--- config.mk ---
export PLATFORM = sky130hd
export DESIGN_NAME = fifo_read_ctrl
export DESIGN_NICKNAME = d
export VERILOG_FILES = /design/src/rtl/fifo_read_ctrl.sv
export SDC_FILE = /design/constraint.sdc
export NUM_CORES = 1
export LEC_CHECK = 0
export ABC_AREA = 1
export CAP_MARGIN = 40
export CELL_PAD_IN_SITES_DETAIL_PLACEMENT = 0
export CELL_PAD_IN_SITES_GLOBAL_PLACEMENT = 2
export CORE_MARGIN = 2
export CORE_UTILIZATION = 25
export CTS_BUF_LIST = sky130_fd_sc_hd__clkbuf_16
export DETAILED_ROUTE_END_ITERATION = 8
export PLACE_DENSITY = 0.79
export SLEW_MARGIN = 10
export SYNTH_ARGS = -nofsm -noshare
export SYNTH_HDL_FRONTEND = slang
export SYNTH_SLANG_ARGS = --single-unit
--- constraint.sdc ---
create_clock -name rclk -period 4.15 [get_ports rclk]
set_input_delay 0.83 -clock rclk [delete_from_list [all_inputs] [get_ports rclk]]
set_output_delay 0.83 -clock rclk [all_outputs]
set_load 0.005 [all_outputs]
--- src/rtl/fifo_read_ctrl.sv ---
// rtl/fifo_read_ctrl.sv - FIFO read-side controller: read pointer, empty flag, registered output word
// Optional feature macro: FIFO_RD_ALMOST_EMPTY_EN adds parameter AE_LEVEL and output raempty.
module fifo_read_ctrl #(
  parameter int DATA_SIZE = 8,
  parameter int ADDR_SIZE = 4
`ifdef FIFO_RD_ALMOST_EMPTY_EN
  ,
  parameter int AE_LEVEL  = 2
`endif
) (
  input  logic                 rclk,
  input  logic                 rrst,
  input  logic [ADDR_SIZE:0]   rq2_wptr,
  input  logic [DATA_SIZE-1:0] rdata,
  output logic [ADDR_SIZE-1:0] raddr,
  output logic [ADDR_SIZE:0]   rptr,
  output logic                 rempty,
  output logic [ADDR_SIZE:0]   rlevel,
`ifdef FIFO_RD_ALMOST_EMPTY_EN
  output logic                 raempty,
`endif
  output logic [DATA_SIZE-1:0] out_data,
  output logic                 out_valid,
  input  logic                 out_ready
);

  // Convert a Gray-coded pointer back to binary (MSB down, running XOR).
  function automatic logic [ADDR_SIZE:0] gray2bin(input logic [ADDR_SIZE:0] g);
    logic [ADDR_SIZE:0] b;
    b[ADDR_SIZE] = g[ADDR_SIZE];
    for (int i = ADDR_SIZE - 1; i >= 0; i--) begin
      b[i] = b[i+1] ^ g[i];
    end
    return b;
  endfunction

  // Registered state
  logic [ADDR_SIZE:0]   rbin_q, rbin_d;
  logic [ADDR_SIZE:0]   rptr_q, rptr_d;
  logic                 rempty_q, rempty_d;
  logic [ADDR_SIZE:0]   rlevel_q, rlevel_d;
  logic [DATA_SIZE-1:0] out_data_q, out_data_d;
  logic                 out_valid_q, out_valid_d;

  // Combinational helpers
  logic                 fetch;
  logic [ADDR_SIZE:0]   wbin;

`ifdef FIFO_RD_ALMOST_EMPTY_EN
  localparam logic [ADDR_SIZE:0] AE_LEVEL_C = AE_LEVEL[ADDR_SIZE:0];
  logic raempty_q, raempty_d;
`endif

  // Next-state: fetch only from registered empty, so a word is never read on a stale compare
  always_comb begin
    fetch       = !rempty_q && (!out_valid_q || out_ready);
    wbin        = gray2bin(rq2_wptr);
    rbin_d      = rbin_q + {{ADDR_SIZE{1'b0}}, fetch};
    rptr_d      = (rbin_d >> 1) ^ rbin_d;
    rempty_d    = (rptr_d == rq2_wptr);
    rlevel_d    = wbin - rbin_d;
    out_data_d  = fetch ? rdata : out_data_q;
    out_valid_d = fetch | (out_valid_q & ~out_ready);
`ifdef FIFO_RD_ALMOST_EMPTY_EN
    raempty_d   = (rlevel_d <= AE_LEVEL_C);
`endif
  end

  // State registers with synchronous active-high reset; any pending output word is dropped
  always_ff @(posedge rclk) begin
    if (rrst) begin
      rbin_q      <= '0;
      rptr_q      <= '0;
      rempty_q    <= 1'b1;
      rlevel_q    <= '0;
      out_data_q  <= '0;
      out_valid_q <= 1'b0;
`ifdef FIFO_RD_ALMOST_EMPTY_EN
      raempty_q   <= 1'b1;
`endif
    end else begin
      rbin_q      <= rbin_d;
      rptr_q      <= rptr_d;
      rempty_q    <= rempty_d;
      rlevel_q    <= rlevel_d;
      out_data_q  <= out_data_d;
      out_valid_q <= out_valid_d;
`ifdef FIFO_RD_ALMOST_EMPTY_EN
      raempty_q   <= raempty_d;
`endif
    end
  end

  // Memory address is the only combinational output path
  assign raddr     = rbin_q[ADDR_SIZE-1:0];
  assign rptr      = rptr_q;
  assign rempty    = rempty_q;
  assign rlevel    = rlevel_q;
  assign out_data  = out_data_q;
  assign out_valid = out_valid_q;
`ifdef FIFO_RD_ALMOST_EMPTY_EN
  assign raempty   = raempty_q;
`endif

endmodule

==> out/qor.yml, run 1 <==
sta:
  max-slew-margin-rel: 0.615
  rsz0062_at_grt: "no"
  setup_tns_ns: 0
  finalSetupViolations: 0
  post-route-period-util: 0.789
  period_needed_ns: 3.28
  whs_ns: 0.491
  fin_skew_ns: 0.00328
  hold_violations: 0
  maxSlewViolCount: 0
  fmaxAchievable_mhz: 305
  worstMarginPinSlew_ns: 0.575
  setup_slack_ns: 0.875
drt:
  num_vias: 1124
  drt_iter0_markers: 30
  ant_nets: 0
  firstDrtPassIters: 4
  wl_met1_mm: 1.42
  drc: 0
  dr_wl_met3_um: 161
  avgViaCountPerCell: 4.44
  drt_wl_total_mm: 2.94
  met2_length_mm: 1.33
  wire_per_inst_um: 11.6
  highest_layer: "met4"
critical_path:
  start_kind: "input port"
  required_ns: 4.30
  end_kind: "flop"
  cp_max_fo: 10
  critPathMaxStageDelay_ns: 0.46
  cp_top_family: "adder cells"
  cp.arrival_ns: 3.42
  crit_chain: "clkdlybuf4s50_1 > inv_1 > a21oi_2 > ha_1 > ha_1 > inv_1 > nand2_1 > nand2_2 > ha_1 > nand2_1 > inv_1 > o21ai_0 > nand2_1 > o21ai_0 > nor2_1"
  critPathKind: "input port to flop"
  critPathSlowestCell: "clkdlybuf4s50_1"
  worst-path-buf-inv: 4
pwr:
  p_seq_frac: 0.421
  p_leak_nw: 0.757
  switching_share: 0.256
  p_comb_frac: 0.255
  finalPower_uw: 627
  power_switching_uw: 161
  power_density_nw_per_um2: 374
  ir_drop_mv: 0.135
  internal_power_uw: 466
  clkPwrFrac: 0.324
cells_and_area:
  area_delta_synth_final_pct: 44.4
  diodes: 0
  nFillCells: 470
  final_nets: 225
  fin_util: 0.380
  final_common_cell: "clkdlybuf4s50_1"
  mostFrequentLayoutCells: "39 x clkdlybuf4s50_1, 37 x nand2_1, 26 x nor2_1"
  drive_gt1_frac: 0.0348
global_routing:
  grt.total_usage: 0.114
  grt_pass1_wl_mm: 4.70
  antenna_found_initial: 0
  grt_pass1_vias: 1074
  grt_max_degree: 16
  grt.overflow.total: 0
yosys:
  yosysSeqAreaShare: 0.414
  synthArstFlopShare: 0
  netlist_area_um2: 1160
  synth_cell_types: 22
  yosysWarnings: 0
  syn-num-nets: 183
  synth_edf_count: 0
  avgSynthCellArea_um2: 7.21
  synth-seq-cells: 24
  synth_ff_type: "dfxtp_1"
  syn_inst: 161
die:
  coreArea_um2: 4410
  io_pins: 40
  dieHeight_um: 72.2
  placementRows: 24
  die-area_um2: 5210
  start_util: 0.263
  die_x_um: 72.2
place:
  gp_congestion: 0.779
  dpl.hpwl_mm: 2.31
  dpl_worst_slack_ns: 0.612
  port_buffers: 39
clock_network:
  htree_num_levels: 1
  path_clk_slew_ns: 0.06
  clock-root-buffer: "clkbuf_16"
  cts_tree: "done"
  clkSinkCount: 24
  ctsResizeCount: 0
  postCtsSetupRepairBufs: 0
  cts_made_buffers: 3
  clk_latency_ns: 0.25
  postCtsHoldBufs: 0
  cts_max_path_buffers: 2
flow_run:
  maxCapViolCount: 0
run_status:
  run_status: "finished, final reports clean"
min_path:
  min_path_type: "flop to flop"
-- logic make-up (layout without fill, tap and decap cells) --
kind of cell             after synthesis  in the layout  synth area share
AO/OA/AOI/OAI                         21             21            0.0981
buffers and inverters                 21             61            0.0744
AND/OR/NAND/NOR                       85             85             0.306
XOR/XNOR                               4              4            0.0366
flip-flops                            24             24             0.414
adder cells (fa/ha/maj)                6              6            0.0711
-- power by group through the flow --
stage	logic (mW)	registers, mW	clock network, mW
after global routing	0.179	0.267	0.218
after floorplan	0.0769	0.271	0
final	0.160	0.264	0.203
after CTS	0.163	0.265	0.211
after detailed placement	0.162	0.270	0
after global placement	0.161	0.268	0
-- cells in the mapped netlist, types with 2 or more instances --
master / instances / area (um^2)
ha_1: 5 / 62.6
o21ai_0: 11 / 55.1
nand3_1: 14 / 70.1
nand2_2: 2 / 12.5
xor2_1: 2 / 17.5
nand4_1: 3 / 18.8
nor2_1: 26 / 97.6
dfxtp_1: 24 / 480
inv_1: 19 / 71.3
a21oi_1: 7 / 35.0
nand2_1: 37 / 139
-- cell type report --
type	instances	area [um^2]	share of cell area
well taps	52	65.1	0.0388
repair buffers	39	390	0.233
flip-flops and latches	24	480	0.287
multi-input cells	116	594	0.354
clock buffers	3	75.1	0.0448
inverters	19	71.3	0.0425
-- flip-flops by register name (all words and copies together) (netlist names) --
| register | count |
|---|---|
| out_data | 8 |
| out_valid | 1 |
| rbin_q | 5 |
| rempty | 1 |
| rlevel | 5 |
| rptr | 4 |
-- worst reg2reg max path, stage by stage (launching register included) --
cell	delay, ns
dfxtp_1	0.33
a21oi_2	0.34
ha_1	0.32
ha_1	0.26
inv_1	0.08
nand2_1	0.11
nand2_2	0.12
ha_1	0.34
nand2_1	0.07
inv_1	0.05
o21ai_0	0.14
nand2_1	0.08
o21ai_0	0.14
nor2_1	0.06
-- routing by layer --
layer / global-route usage / vias to the layer above
li1: - / 593
met1: 0.148 / 499
met2: 0.190 / 28
met3: 0.0236 / 4
met4: 0.0335 / 0
met5: 0 / -
-- path summary, 6_finish.rpt --
path / slack [ns] / end / cells after the start / start
setup reg to reg: 1.63 / rlevel[4] / 13 / out_valid
setup / recovery: 0.87 / rlevel[4] / 15 / out_ready
hold / removal: 0.49 / out_valid / 2 / out_valid
hold reg to reg: 0.49 / out_valid / 2 / out_valid
-- stage by stage --
step | std cells | instance area [um^2]
global placement | 250 | 1600
detailed placement | 250 | 1600
global route | 253 | 1680
floorplan | 161 | 1160
finish | 253 | 1680
CTS | 253 | 1680
Power figures use the tool's default switching activity.
==> run 2: changes to the inputs <==
CORE_UTILIZATION = 23   (was 25)
PLACE_DENSITY = 0.73   (was 0.79)
clock period = 3.2 ns   (was 4.15 ns; I/O delays follow)
==> run 2 against run 1 <==
  * Non-clock buffer count grew 3
  * Clock power increased by 35%
  * Setup slack got worse by 0.57 ns
  * Final area is 2.8% higher
  * Largest power group unchanged
  * Global-route usage shrank 0.67 points
  * First-iteration DRC count fell by 33%
  * Sequential share of layout area shrank 0.79 points
  * Largest cell class unchanged
  * Via count decreased by 0.89%
  * Hold slack improved by 0.0056 ns
  * Combinational power up 32%
  * Clock-buffer cell count stayed put
  * Flip-flop and latch count is the same
==> out/qor.yml, run 2 (synthesis results as in run 1) <==
run_status:
  run_status: "finished, final reports clean"
drt:
  num_vias: 1114  # -0.89%
  wire_per_inst_um: 10.8  # -7.3%
  avgViaCountPerCell: 4.10  # -7.8%
  firstDrtPassIters: 4  # unchanged
  drt_wl_total_mm: 2.93  # -0.37%
  drt_iter0_markers: 20  # -33%
  drc: 0  # unchanged
  ant_nets: 0  # unchanged
critical_path:
  end_kind: "flop"
  cp_max_fo: 4  # -6
  start_kind: "input port"
  r2r_cells: 11  # -2
  r2r-start: "out_valid"
  r2r-end: "rlevel[4]"
  cp.arrival_ns: 3.05  # -0.37 ns
  reg2reg_slack_ns: 0.87  # -0.76 ns
  required_ns: 3.35  # -0.95 ns
  critPathKind: "input port to flop"
clock_network:
  cts_tree: "done"
  htree_num_levels: 1  # unchanged
  clk_latency_ns: 0.26  # about the same
  path_clk_slew_ns: 0.06  # about the same
  clock-root-buffer: "clkbuf_16"
  cts_max_path_buffers: 2  # unchanged
  cts_made_buffers: 3  # unchanged
  postCtsHoldBufs: 0  # unchanged
  clkSinkCount: 24  # unchanged
sta:
  rsz0062_at_grt: "no"
  worstMarginPinSlew_ns: 0.631  # +0.0561 ns
  maxSlewViolCount: 0  # unchanged
  max-slew-margin-rel: 0.578  # -0.0375
  hold_violations: 0  # unchanged
  fmaxAchievable_mhz: 345
  finalSetupViolations: 0  # unchanged
  setup_tns_ns: 0  # unchanged
  post-route-period-util: 0.906
  period_needed_ns: 2.90
  fin_skew_ns: 0.00359  # +0.000310 ns
place:
  port_buffers: 39  # unchanged
  gp_congestion: 0.842  # +8.1%
  dpl.hpwl_mm: 2.26  # -2.1%
pwr:
  p_leak_nw: 0.782  # +3.3%
  ir_drop_mv: 0.201  # +49%
  finalPower_uw: 827  # +32%
  power_density_nw_per_um2: 479  # +28%
global_routing:
  grt.total_usage: 0.107  # -0.00670
  antenna_found_initial: 0  # unchanged
  grt_pass1_vias: 1031  # -4.0%
  grt_pass1_wl_mm: 4.56  # -2.9%
  grt.overflow.total: 0  # unchanged
  grt_max_degree: 16  # unchanged
min_path:
  worstHoldPathCells: 1  # -1
  hp-start: "rempty"
  min_path_type: "flop to flop"
  hold_path_end: "out_valid"
cells_and_area:
  diodes: 0  # unchanged
  final_nets: 228  # +1.3%
  nFillCells: 537  # +14%
  drive_gt1_frac: 0.0488  # +0.0140
  largest_register_ffs: 8  # unchanged
  area_delta_synth_final_pct: 48.5
  final_common_cell: "clkdlybuf4s50_1"
  mostFrequentLayoutCells: "38 x clkdlybuf4s50_1, 37 x nand2_1, 26 x nor2_1"
die:
  die-area_um2: 5630  # +8.2%
  start_util: 0.243  # -0.0204
  die_x_um: 75.1  # +4.0%
  io_pins: 40  # unchanged
  coreArea_um2: 4790  # +8.4%
  placementRows: 25  # +4.2%
  dieHeight_um: 75.1  # +4.0%
flow_run:
  maxCapViolCount: 0  # unchanged
-- run 2: changes by cell type in the layout (fill, tap and decap cells not counted), sizes merged --
| cell | previous run | this run |
|---|---|---|
| clkinv | 0 | 1 |
| buf | 0 | 3 |
| dlymetal6s2s | 0 | 1 |
| clkdlybuf4s50 | 39 | 38 |
-- run 2: worst max path at each step --
stage	start	slack [ns]	depth (start not counted)	end
4_1_cts	rq2_wptr[3]	0.26	15	rlevel[4]
2_1_floorplan	out_ready	0.66	14	rlevel[4]
6_report	rq2_wptr[4]	0.30	15	rlevel[4]
5_1_grt	rq2_wptr[4]	0.002	15	rlevel[4]
3_5_place_dp	rq2_wptr[3]	0.005	15	rlevel[4]
3_3_place_gp	rq2_wptr[3]	0.08	15	rlevel[4]
-- run 2: per-layer routing --
layer,global-route usage,vias to the layer above,part of all wire
met3,0.0241,4,0.070
met2,0.187,37,0.46
li1,-,598,-
met1,0.127,475,0.46
met4,0.0417,0,0.014
met5,0,-,0
-- run 2: stage by stage --
step	util	setup WS (ns)	instance area [um^2]	hold slack [ns]	std cells
global route	0.360	0.00220	1720	0.527	272
CTS	0.360	0.255	1720	0.503	272
floorplan	-	0.659	1160	0.471	161
global placement	0.343	0.0824	1640	0.469	268
detailed placement	0.343	0.00531	1640	0.489	268
finish	0.360	0.300	1720	0.496	272
-- run 2: layout make-up --
class	count	area, um^2	share of cell area
flip-flops and latches	24	480	0.279
clock inverters	1	3.75	0.00218
repair buffers	42	415	0.241
multi-input cells	116	594	0.345
inverters	19	71.3	0.0414
clock buffers	3	75.1	0.0435
well taps	67	83.8	0.0486
-- run 2: critical path: stages --
cell,delay [ns]
clkdlybuf4s50_1,0.55
xor2_1,0.20
nand2_1,0.09
nand2_2,0.09
xor2_2,0.17
xor2_1,0.17
ha_1,0.16
inv_1,0.06
fa_1,0.39
nand2_1,0.09
inv_1,0.05
o21ai_0,0.14
nand2_1,0.08
o21ai_0,0.14
nor2_1,0.05
-- run 2: timing repair --
action	4_1_cts	5_1_grt
buffers inserted	0	0
setup endpoints to repair	0	1
resized for setup	0	1
-- run 2: power by group --
group	total, mW	switching, mW	internal, mW
Combinational	0.211	0.0969	0.114
Clock	0.275	0.108	0.167
Sequential	0.341	0.0117	0.329
==> run 3: changes to the inputs <==
CAP_MARGIN = not set   (was 40)
CELL_PAD_IN_SITES_DETAIL_PLACEMENT = not set   (was 0)
CELL_PAD_IN_SITES_GLOBAL_PLACEMENT = not set   (was 2)
CORE_UTILIZATION = 44   (was 23)
PLACE_DENSITY = 0.75   (was 0.73)
==> run 3 against run 2 <==
  * Clock skew decreased by 0.0011 ns
  * Clock power increased by 30%
  * Hold slack got worse by 0.0063 ns
  * Final cell count decreased by 14%
  * Sequential share of layout area increased by 0.29 points
  * Combinational power about the same
  * Global-route usage increased by 8.9 points
  * Critical path depth unchanged
  * Total power increased by 10%
==> out/qor.yml, run 3 (synthesis results as in run 1) <==
run_status:
  run_status: "finished, final reports clean"
critical_path:
  critPathSlowestCell: "clkdlybuf4s50_1"
  reg2reg_slack_ns: 0.86  # about the same
  critPathKind: "input port to flop"
  r2r_cells: 13  # +2
  crit_chain: "clkdlybuf4s50_1 > inv_1 > a21oi_2 > ha_1 > ha_1 > inv_1 > nand2_1 > nand2_2 > ha_1 > nand2_1 > inv_1 > o21ai_0 > nand2_1 > o21ai_0 > nor2_1"
  critPathMaxStageDelay_ns: 0.46  # -0.09 ns
  start_kind: "input port"
  end_kind: "flop"
  r2r-start: "out_valid"
  crit_end: "rlevel[4]"
  required_ns: 3.35  # about the same
  cp.arrival_ns: 3.04  # about the same
  r2r-end: "rlevel[4]"
  cp_max_fo: 6  # +2
  cp-startpoint: "out_ready"
clock_network:
  cts_max_path_buffers: 2  # unchanged
  path_clk_slew_ns: 0.06  # about the same
  htree_num_levels: 1  # unchanged
  cts_tree: "done"
  clk_latency_ns: 0.26  # about the same
  clock-root-buffer: "clkbuf_16"
  postCtsHoldBufs: 0  # unchanged
  clkSinkCount: 24  # unchanged
  cts_made_buffers: 3  # unchanged
cells_and_area:
  instances_no_fill: 234  # -14%
  mostFrequentLayoutCells: "37 x nand2_1, 37 x clkdlybuf4s50_1, 26 x nor2_1"
  area_delta_synth_final_pct: 47.0
  drive_gt1_frac: 0.0539  # +0.00514
  diodes: 0  # unchanged
  final_nets: 227  # -0.44%
  largest_register_ffs: 8  # unchanged
pwr:
  p_leak_nw: 0.805  # +3.0%
  power_density_nw_per_um2: 535  # +12%
  ir_drop_mv: 0.342  # +70%
sta:
  worstMarginPinSlew_ns: 0.522  # -0.110 ns
  fin_skew_ns: 0.00248  # -0.00111 ns
  post-route-period-util: 0.902  # -0.00444
  rsz0062_at_grt: "no"
  setup_tns_ns: 0  # unchanged
  fmaxAchievable_mhz: 347  # +0.49%
  finalSetupViolations: 0  # unchanged
  setup_slack_ns: 0.314  # +0.0142 ns
  hold_violations: 0  # unchanged
  period_needed_ns: 2.89  # -0.0142 ns
  max-slew-margin-rel: 0.651  # +0.0733
  maxSlewViolCount: 0  # unchanged
place:
  dpl.hpwl_mm: 2.18  # -3.6%
  gp_congestion: 0.840  # -0.23%
  port_buffers: 39  # unchanged
  dpl_worst_slack_ns: 0.0397  # +0.0344 ns
  dp_cells: 230  # -14%
drt:
  firstDrtPassIters: 4  # unchanged
  ant_nets: 0  # unchanged
  avgViaCountPerCell: 5.03  # +23%
  wire_per_inst_um: 12.2  # +13%
  drt_iter0_markers: 27  # +35%
  drt_wl_total_mm: 2.86  # -2.4%
  num_vias: 1177  # +5.7%
  drc: 0  # unchanged
die:
  die_x_um: 55.4  # -26%
  start_util: 0.464  # +0.222
  io_pins: 40  # unchanged
  dieHeight_um: 55.4  # -26%
  coreArea_um2: 2500  # -48%
  die-area_um2: 3070  # -46%
  placementRows: 18  # -28%
global_routing:
  antenna_found_initial: 0  # unchanged
  grt.overflow.total: 0  # unchanged
  grt_pass1_wl_mm: 4.85  # +6.4%
  grt_pass1_vias: 1129  # +9.5%
  grt.total_usage: 0.196  # +0.0890
  grt_max_degree: 16  # unchanged
min_path:
  hp-start: "rempty"
  min_path_type: "flop to flop"
flow_run:
  maxCapViolCount: 0  # unchanged
## run 3: cell count changes in the layout (fill, tap and decap cells not counted), sizes merged
cell and change:
bufinv +1, clkdlybuf4s50 -1, dlymetal6s2s +1, buf -1, clkinv -1
## run 3: layout make-up
class                   instances  area (um^2)
fillers                       198          793
multi-input cells             116          602
flip-flops and latches         24          480
repair buffers                 41          410
clock buffers                   3         75.1
inverters                      19         71.3
well taps                      30         37.5
clock inverters                 1         30.0
## run 3: worst min path at each step
stage | to | slack, ns | depth (start not counted)
after floorplan | out_valid | 0.47 | 1
after global placement | out_valid | 0.47 | 1
after global routing | out_valid | 0.51 | 1
final | out_valid | 0.49 | 1
after detailed placement | out_valid | 0.48 | 1
after CTS | out_valid | 0.49 | 1
## run 3: per-layer routing
metal	vias up	global-route usage	wire length [um]
met5	-	0	0
met4	0	0.0732	46
met3	7	0.0398	97
met2	24	0.325	1390
met1	548	0.251	1320
li1	598	-	-
## run 3: worst max-delay path, delay by kind of cell
family          cells  cell delay (ns)
fa+ha+maj           3             0.87
compound gates      3             0.46
simple gates        5             0.42
buf+inv             4             0.65
## run 3: through the flow
| stage | hold slack, ns | power (mW) | area [um^2] | utilization |
|---|---|---|---|---|
| after detailed placement | 0.480 | 0.557 | 1590 | 0.636 |
| after CTS | 0.490 | 0.917 | 1690 | 0.678 |
| after global placement | 0.468 | 0.555 | 1590 | 0.636 |
| after global routing | 0.510 | 0.961 | 1710 | 0.683 |
| final | 0.490 | 0.913 | 1710 | 0.683 |
| after floorplan | 0.471 | 0.451 | 1160 | - |
## run 3: power by group
part           internal [mW]  switching (mW)  leakage [nW]  total [mW]
Combinational          0.114          0.0981         0.555       0.212
Sequential             0.329          0.0134         0.198       0.343
Clock                  0.249           0.109        0.0511       0.358
## run 3: timing repair
| item | CTS | global route |
|---|---|---|
| gates resized for setup | 0 | 3 |
| setup endpoints to repair | 0 | 1 |
| setup buffers | 0 | 0 |
| endpoints found under the hold margin | 0 | 0 |
